<file path="config.mk">
export PLATFORM = sky130hd
export DESIGN_NAME = func0_t0_flat
export DESIGN_NICKNAME = d
export VERILOG_FILES = /design/src/rtl/func0_t0_if.sv /design/src/rtl/func0_t0.sv /design/src/flat_wrapper.sv
export SDC_FILE = /design/constraint.sdc
export NUM_CORES = 1
export LEC_CHECK = 0
export CORE_MARGIN = 1
export CORE_UTILIZATION = 54
export DETAILED_ROUTE_END_ITERATION = 16
export GPL_ROUTABILITY_DRIVEN = 1
export PLACE_DENSITY = 0.85
export SYNTH_ARGS = -nofsm -noshare
export SYNTH_HDL_FRONTEND = slang
export SYNTH_SLANG_ARGS = --single-unit
</file>
<file path="constraint.sdc">
create_clock -name vclk -period 6.65
set_clock_uncertainty 0.1 [all_clocks]
set_input_delay 1.33 -clock vclk [all_inputs]
set_output_delay 1.33 -clock vclk [all_outputs]
set_load 0.02 [all_outputs]
</file>
<file path="src/rtl/func0_t0_if.sv">
// Activation port bundle: signed Q4.4 pre-activation in, Q4.4 activation out.
interface func0_t0_if;
  logic signed [7:0] z__value;
  logic signed [7:0] a;

  modport master (output z__value, input a);
  modport slave  (input z__value, output a);
endinterface

</file>
<file path="src/rtl/func0_t0.sv">
// Piecewise-linear sigmoid on Q4.4 inputs, result in 0..16 (0.0..1.0).
// Define FUNC0_T0_REG_OUT_EN to register the output (1-cycle latency, sync reset to 0).
module func0_t0 (
  input  logic       clk,
  input  logic       rst,
  func0_t0_if.slave  bus
);

  logic [8:0]        m;
  logic [8:0]        y;
  logic [4:0]        p;
  logic [3:0]        rnd_unused;
  logic signed [7:0] a_c;

  // Nine-bit magnitude so that -128 maps to 128 without wrapping.
  always_comb begin
    m = bus.z__value[7] ? (9'd0 - {1'b1, bus.z__value}) : {1'b0, bus.z__value};
  end

  always_comb begin
    y = 9'd256;
    if (m < 9'd16)
      y = {3'b000, m[3:0], 2'b00} + 9'd128;
    else if (m < 9'd38)
      y = {2'b00, m[5:0], 1'b0} + 9'd160;
    else if (m < 9'd80)
      y = {1'b0, m[8:1]} + 9'd216;
  end

  // y tops out at 256, so y + 8 still fits in nine bits.
  assign {p, rnd_unused} = y + 9'd8;

  always_comb begin
    a_c = {3'b000, p};
    if (bus.z__value[7])
      a_c = {3'b000, 5'd16 - p};
  end

`ifdef FUNC0_T0_REG_OUT_EN
  logic signed [7:0] a_q;

  always_ff @(posedge clk) begin
    if (rst)
      a_q <= '0;
    else
      a_q <= a_c;
  end

  assign bus.a = a_q;
`else
  logic unused_ok;
  assign unused_ok = ^{clk, rst};
  assign bus.a     = a_c;
`endif

endmodule

</file>
<file path="src/flat_wrapper.sv">
// flat-port wrapper written by rule: the top's interface ports become plain ports
module func0_t0_flat 
  (clk, rst, bus_z__value, bus_a);
  func0_t0_if bus_i ();
  input  logic clk;
  input  logic rst;
  input wire logic [$bits(bus_i.z__value)-1:0] bus_z__value;
  output wire logic [$bits(bus_i.a)-1:0] bus_a;
  assign bus_i.z__value = bus_z__value;
  assign bus_a = bus_i.a;
  func0_t0 u_core (.clk(clk), .rst(rst), .bus(bus_i));
endmodule
</file>
# Word level (Yosys, flattened, before mapping)
# Index checks and enable logic that the tools add are counted.
# totals
reg_bits	0
rom_bits	0
output_inout_bits	8
latch_bits	0
memories	0
ram_bits	0
word_cells	14
in_bits	10
# classes
n_eq_ne	0
div	0
n_mux	5
n_mul	0
n_reduce_logical	0
order_cmp	3
bitwise_logic	0
addsub	6
shifts	0
# op_table
op	count
9-bit 2-to-1 mux	4
6-bit by 8-bit adder with 9-bit output, second input constant	1
7-bit by 8-bit adder with 9-bit output, second input constant	1
8-bit by 8-bit adder with 9-bit output, second input constant	1
9-bit by 4-bit adder with 9-bit output, second input constant	1
9-bit by 5-bit less-than comparator with 1-bit output, second input constant	1
9-bit by 6-bit less-than comparator with 1-bit output, second input constant	1
9-bit by 7-bit less-than comparator with 1-bit output, second input constant	1
1-bit by 9-bit subtractor with 9-bit output, first input constant	1
5-bit 2-to-1 mux	1
5-bit subtractor, first input constant	1

# Logic depth before layout (Yosys ltp)
# depth
depth_word	9
ltp_mapped	16
mapped_depth_nobuf	15

# Worst setup path after synthesis
# OpenSTA, ideal clock, no wires.
# synth_timing
path_kind	input -> output
startpoint	in bus_z__value[2]
endpoint	out bus_a[3]
path_buffers	1
path_slack_ps	679
stages	13
required_time_ps	5220
arrival_time_ps	4541
path_cell_list	buf_6 -> or3_4 -> o311ai_2 -> nand2_2 -> ha_1 -> inv_1 -> a311oi_1 -> o32a_1 -> inv_1 -> ha_1 -> or4_1 -> o2111ai_1 -> xor2_1
# synth_between
elab_chain_cells	9
word_cells_on_any_way	14
cone_classes	6 x add/sub; 3 x order compare; 5 x mux
# synth_lines
element	line_no	rtl
start: declaration	flat_wrapper.sv:7	input wire logic [$bits(bus_i.z__value)-1:0] bus_z__value;
1-bit by 9-bit subtractor with 9-bit output	func0_t0.sv:17	m = bus.z__value[7] ? (9'd0 - {1'b1, bus.z__value}) : {1'b0, bus.z__value};
9-bit 2-to-1 mux *	func0_t0.sv:17	
8-bit by 8-bit adder with 9-bit output / 9-bit by 7-bit less-than comparator with 1-bit output (equally long branches)	func0_t0.sv:27, func0_t0.sv:26	
9-bit 2-to-1 mux	func0_t0.sv:26	else if (m < 9'd80)
9-bit 2-to-1 mux	func0_t0.sv:24	else if (m < 9'd38)
9-bit 2-to-1 mux *	func0_t0.sv:22	if (m < 9'd16)
9-bit by 4-bit adder with 9-bit output *	func0_t0.sv:31	assign {p, rnd_unused} = y + 9'd8;
5-bit subtractor	func0_t0.sv:36	a_c = {3'b000, 5'd16 - p};
5-bit 2-to-1 mux *	func0_t0.sv:35	if (bus.z__value[7])
end: declaration	flat_wrapper.sv:8	output wire logic [$bits(bus_i.a)-1:0] bus_a;
# Mark *: on every way between the ends. The rest lies on a longest branch, timed or not.

# Final worst setup path
# layout_timing
startpoint	in bus_z__value[3]
endpoint	out bus_a[2]
# The elaborated chain is that of the path after synthesis.

==> summary.md <==
| Metric | Value |
|---|---|
| First-pass iteration count of the detailed router | `4` |
| Clock share of power | `0%` |
| Slowest CP cell | `clkdlybuf4s50_1` |
| Mapped cell area | `778 um2` |
| Vias per cell | `roughly 6.3` |
| Status | `finished, final reports clean` |
| DP HPWL | `1640 um` |
| Gr busiest metal | `met2` |
| Register area share after synthesis | `0%` |
| Post-CTS sizing | `1` |
| Unrepaired setup endpoints after global routing | `false` |
| Synth cell types | `55` |
| Sw power | `between 70 and 80 uW` |
| Clock buf count | `0` |
| Worst slack, placed | `-0.0294 ns` |
| Total wire length | `1990 um` |
| Setup CP Type | `input port to output pin` |
| 1st-iter DRT viols | `52` |
| Initial antenna violation count | `0` |
| PD cells | `137 mW/mm2` |
| Post-layout min period | `6.36 ns` |
| Placer Congestion | `0.867` |
| Post CTS Setup Buffer Count | `0` |
| Buffers on Ports | `13` |
| Pin count of the biggest net entering global routing | `10` |
| M1 GR Usage | `about 36%` |
| Largest fanout on the critical path | `4` |
| Critical Path End | `bus_a[2]` |
| Cell mode on critical path | `ha_1` |
| Area Overhead vs Synth | `29.4%` |
| Routed Antenna Nets | `0` |
| Ant diodes | `0` |
| Req. time, crit path | `5.22 ns` |
| Endpoint type of the worst setup path | `output pin` |
| Die span in y | `roughly 40 um` |
| Switching Fraction | `between 50% and 60%` |
| CP Launch Type | `input port` |
| Flop pwr share | `0%` |
| Drt drc | `0` |
| Cell count after synthesis | `100` |
| Setup Viol. Count Final | `0` |
| Vias in the first global route | `791` |
| Seq Cell Count | `0` |
| Worst hold path stage count | `5` |
| Gate power share | `100.0%` |
| Max stage delay on crit path | `0.62 ns` |
| Share of cells above drive strength 1 | `27.4%` |
| Max Clk Rate | `0.157 GHz` |
| DR WL/cell | `approximately 14 um` |
| LEAKAGE | `0.415 nW` |
| Worst min path class | `input port to output pin` |
| Max-cap violations | `0` |
| Hold-fix buffers, CTS | `0` |
| Layout Utilization | `about three quarters` |
| Met2 Use GR | `between 50% and 60%` |
| Synth warn | `0` |
| Mean Syn Cell Area | `7.78 um2` |
| Design Power | `roughly 140 uW` |
| Final WS setup | `0.294 ns` |
| Worst EP arrival | `a little under 5 ns` |
| Die Outline Area | `0.00160 mm2` |
| Setup crit start | `bus_z__value[3]` |
| Die Width | `40.0 um` |
| Final hold violations | `0` |
| CP Cell Sequence | `clkdlybuf4s50_1 > or3_4 > o311ai_2 > nand2_2 > ha_1 > inv_1 > a311oi_1 > o32a_1 > inv_1 > ha_1 > xnor2_1 > ha_1 > nor2b_1 > xnor2_1 > clkdlybuf4s50_1` |
| Remaining global-route overflow | `0` |
| Reg area | `0 um2` |
| Crit share post-route | `95.6%` |
| Final slew viol count | `0` |
| Overall routing resource usage | `27.5%` |
| Initial Utilization | `59.1%` |
| Cell internal pwr | `64.8 uW` |
| Met3 Use GR | `0%` |
| # rows | `13` |
| Via count | `882` |
| Wire length of the first global-routing pass | `slightly above 3000 um` |
| Final nets | `141` |
| Max VDD drop | `0.110 mV` |
| CORE AREA | `around 0.0013 mm2` |
| I/O pin total | `18` |
==> layout by cell type, fill, tap and decap left out, types with 2 or more instances in the layout <==
master / Yosys / layout
a31oi_1: 3 / 3
nor4_1: 2 / 2
conb_1: 1 / 3
o31ai_1: 4 / 3
nand2_1: 3 / 3
ha_1: 5 / 5
nor3b_2: 2 / 2
nand3_1: 4 / 4
buf_4: 3 / 16
nor2_1: 3 / 3
nor3_2: 2 / 2
inv_1: 9 / 9
xnor2_1: 6 / 6
nand2b_1: 3 / 3
a21o_1: 2 / 2
xor2_1: 3 / 3
clkdlybuf4s50_1: 0 / 12
nor2b_1: 5 / 5
==> power groups by stage <==
stage	clock, mW	sequential [mW]	combinational [mW]
after floorplan	0	0	0.0888
after global placement	0	0	0.133
after detailed placement	0	0	0.137
after CTS	0	0	0.138
after global routing	0	0	0.149
final	0	0	0.138
==> per-stage QoR <==
step	cell area, um2	hold WS, ns	setup TNS, ns	cells
3_5_place_dp	1000	3.83	-0.0294	139
3_3_place_gp	1000	3.82	0	139
2_1_floorplan	786	3.09	0	102
6_report	1010	3.57	0	139
4_1_cts	1000	3.83	0	139
5_1_grt	1010	3.62	0	139
==> worst min-delay path by stage <==
stage                    startpoint       end  slack (ns)
floorplan           bus_z__value[7]  bus_a[1]        3.09
global placement    bus_z__value[7]  bus_a[1]        3.82
detailed placement  bus_z__value[7]  bus_a[1]        3.83
CTS                 bus_z__value[7]  bus_a[1]        3.83
global route        bus_z__value[7]  bus_a[3]        3.62
finish              bus_z__value[7]  bus_a[3]        3.57
==> critical path, delay by kind of cell <==
family | cells | cell delay (ns)
AOI/OAI and AO/OA | 3 | 0.75
xor gates and xnor gates | 2 | 0.29
adders and majority gates | 3 | 0.75
buffers and inverters | 4 | 1.14
and+or+nand+nor | 3 | 0.67
==> cells by family after synthesis <==
family,synth area share (%)
XOR/XNOR,12.2
AND/OR/NAND/NOR,33.0
other,0.482
AO/OA/AOI/OAI,32.5
multiplexers,1.29
adder cells (fa/ha/maj),8.04
buffers and inverters,12.5
==> layer usage <==
layer	vias up	wire (um)	part of all wire, %
met2	42	986	49
met5	-	0	0
met3	0	131	6.6
met1	417	874	44
li1	423	-	-
met4	0	0	0
==> Yosys cell counts, types with 3 or more instances <==
library cell  n  area, um2
buf_4         3       22.5
xor2_1        3       26.3
a31oi_1       3       18.8
nor2_1        3       11.3
nand3_1       4       20.0
nand2_1       3       11.3
inv_1         9       33.8
nor2b_1       5       31.3
ha_1          5       62.6
o31ai_1       4       30.0
xnor2_1       6       52.6
nand2b_1      3       18.8
==> layout make-up <==
| class | instances | area [um2] |
|---|---|---|
| multi-input cells | 84 | 693 |
| fillers | 90 | 310 |
| repair buffers | 29 | 253 |
| inverters | 11 | 42.5 |
| well taps | 15 | 18.8 |
Note: power is estimated with default switching activity, not from simulation.
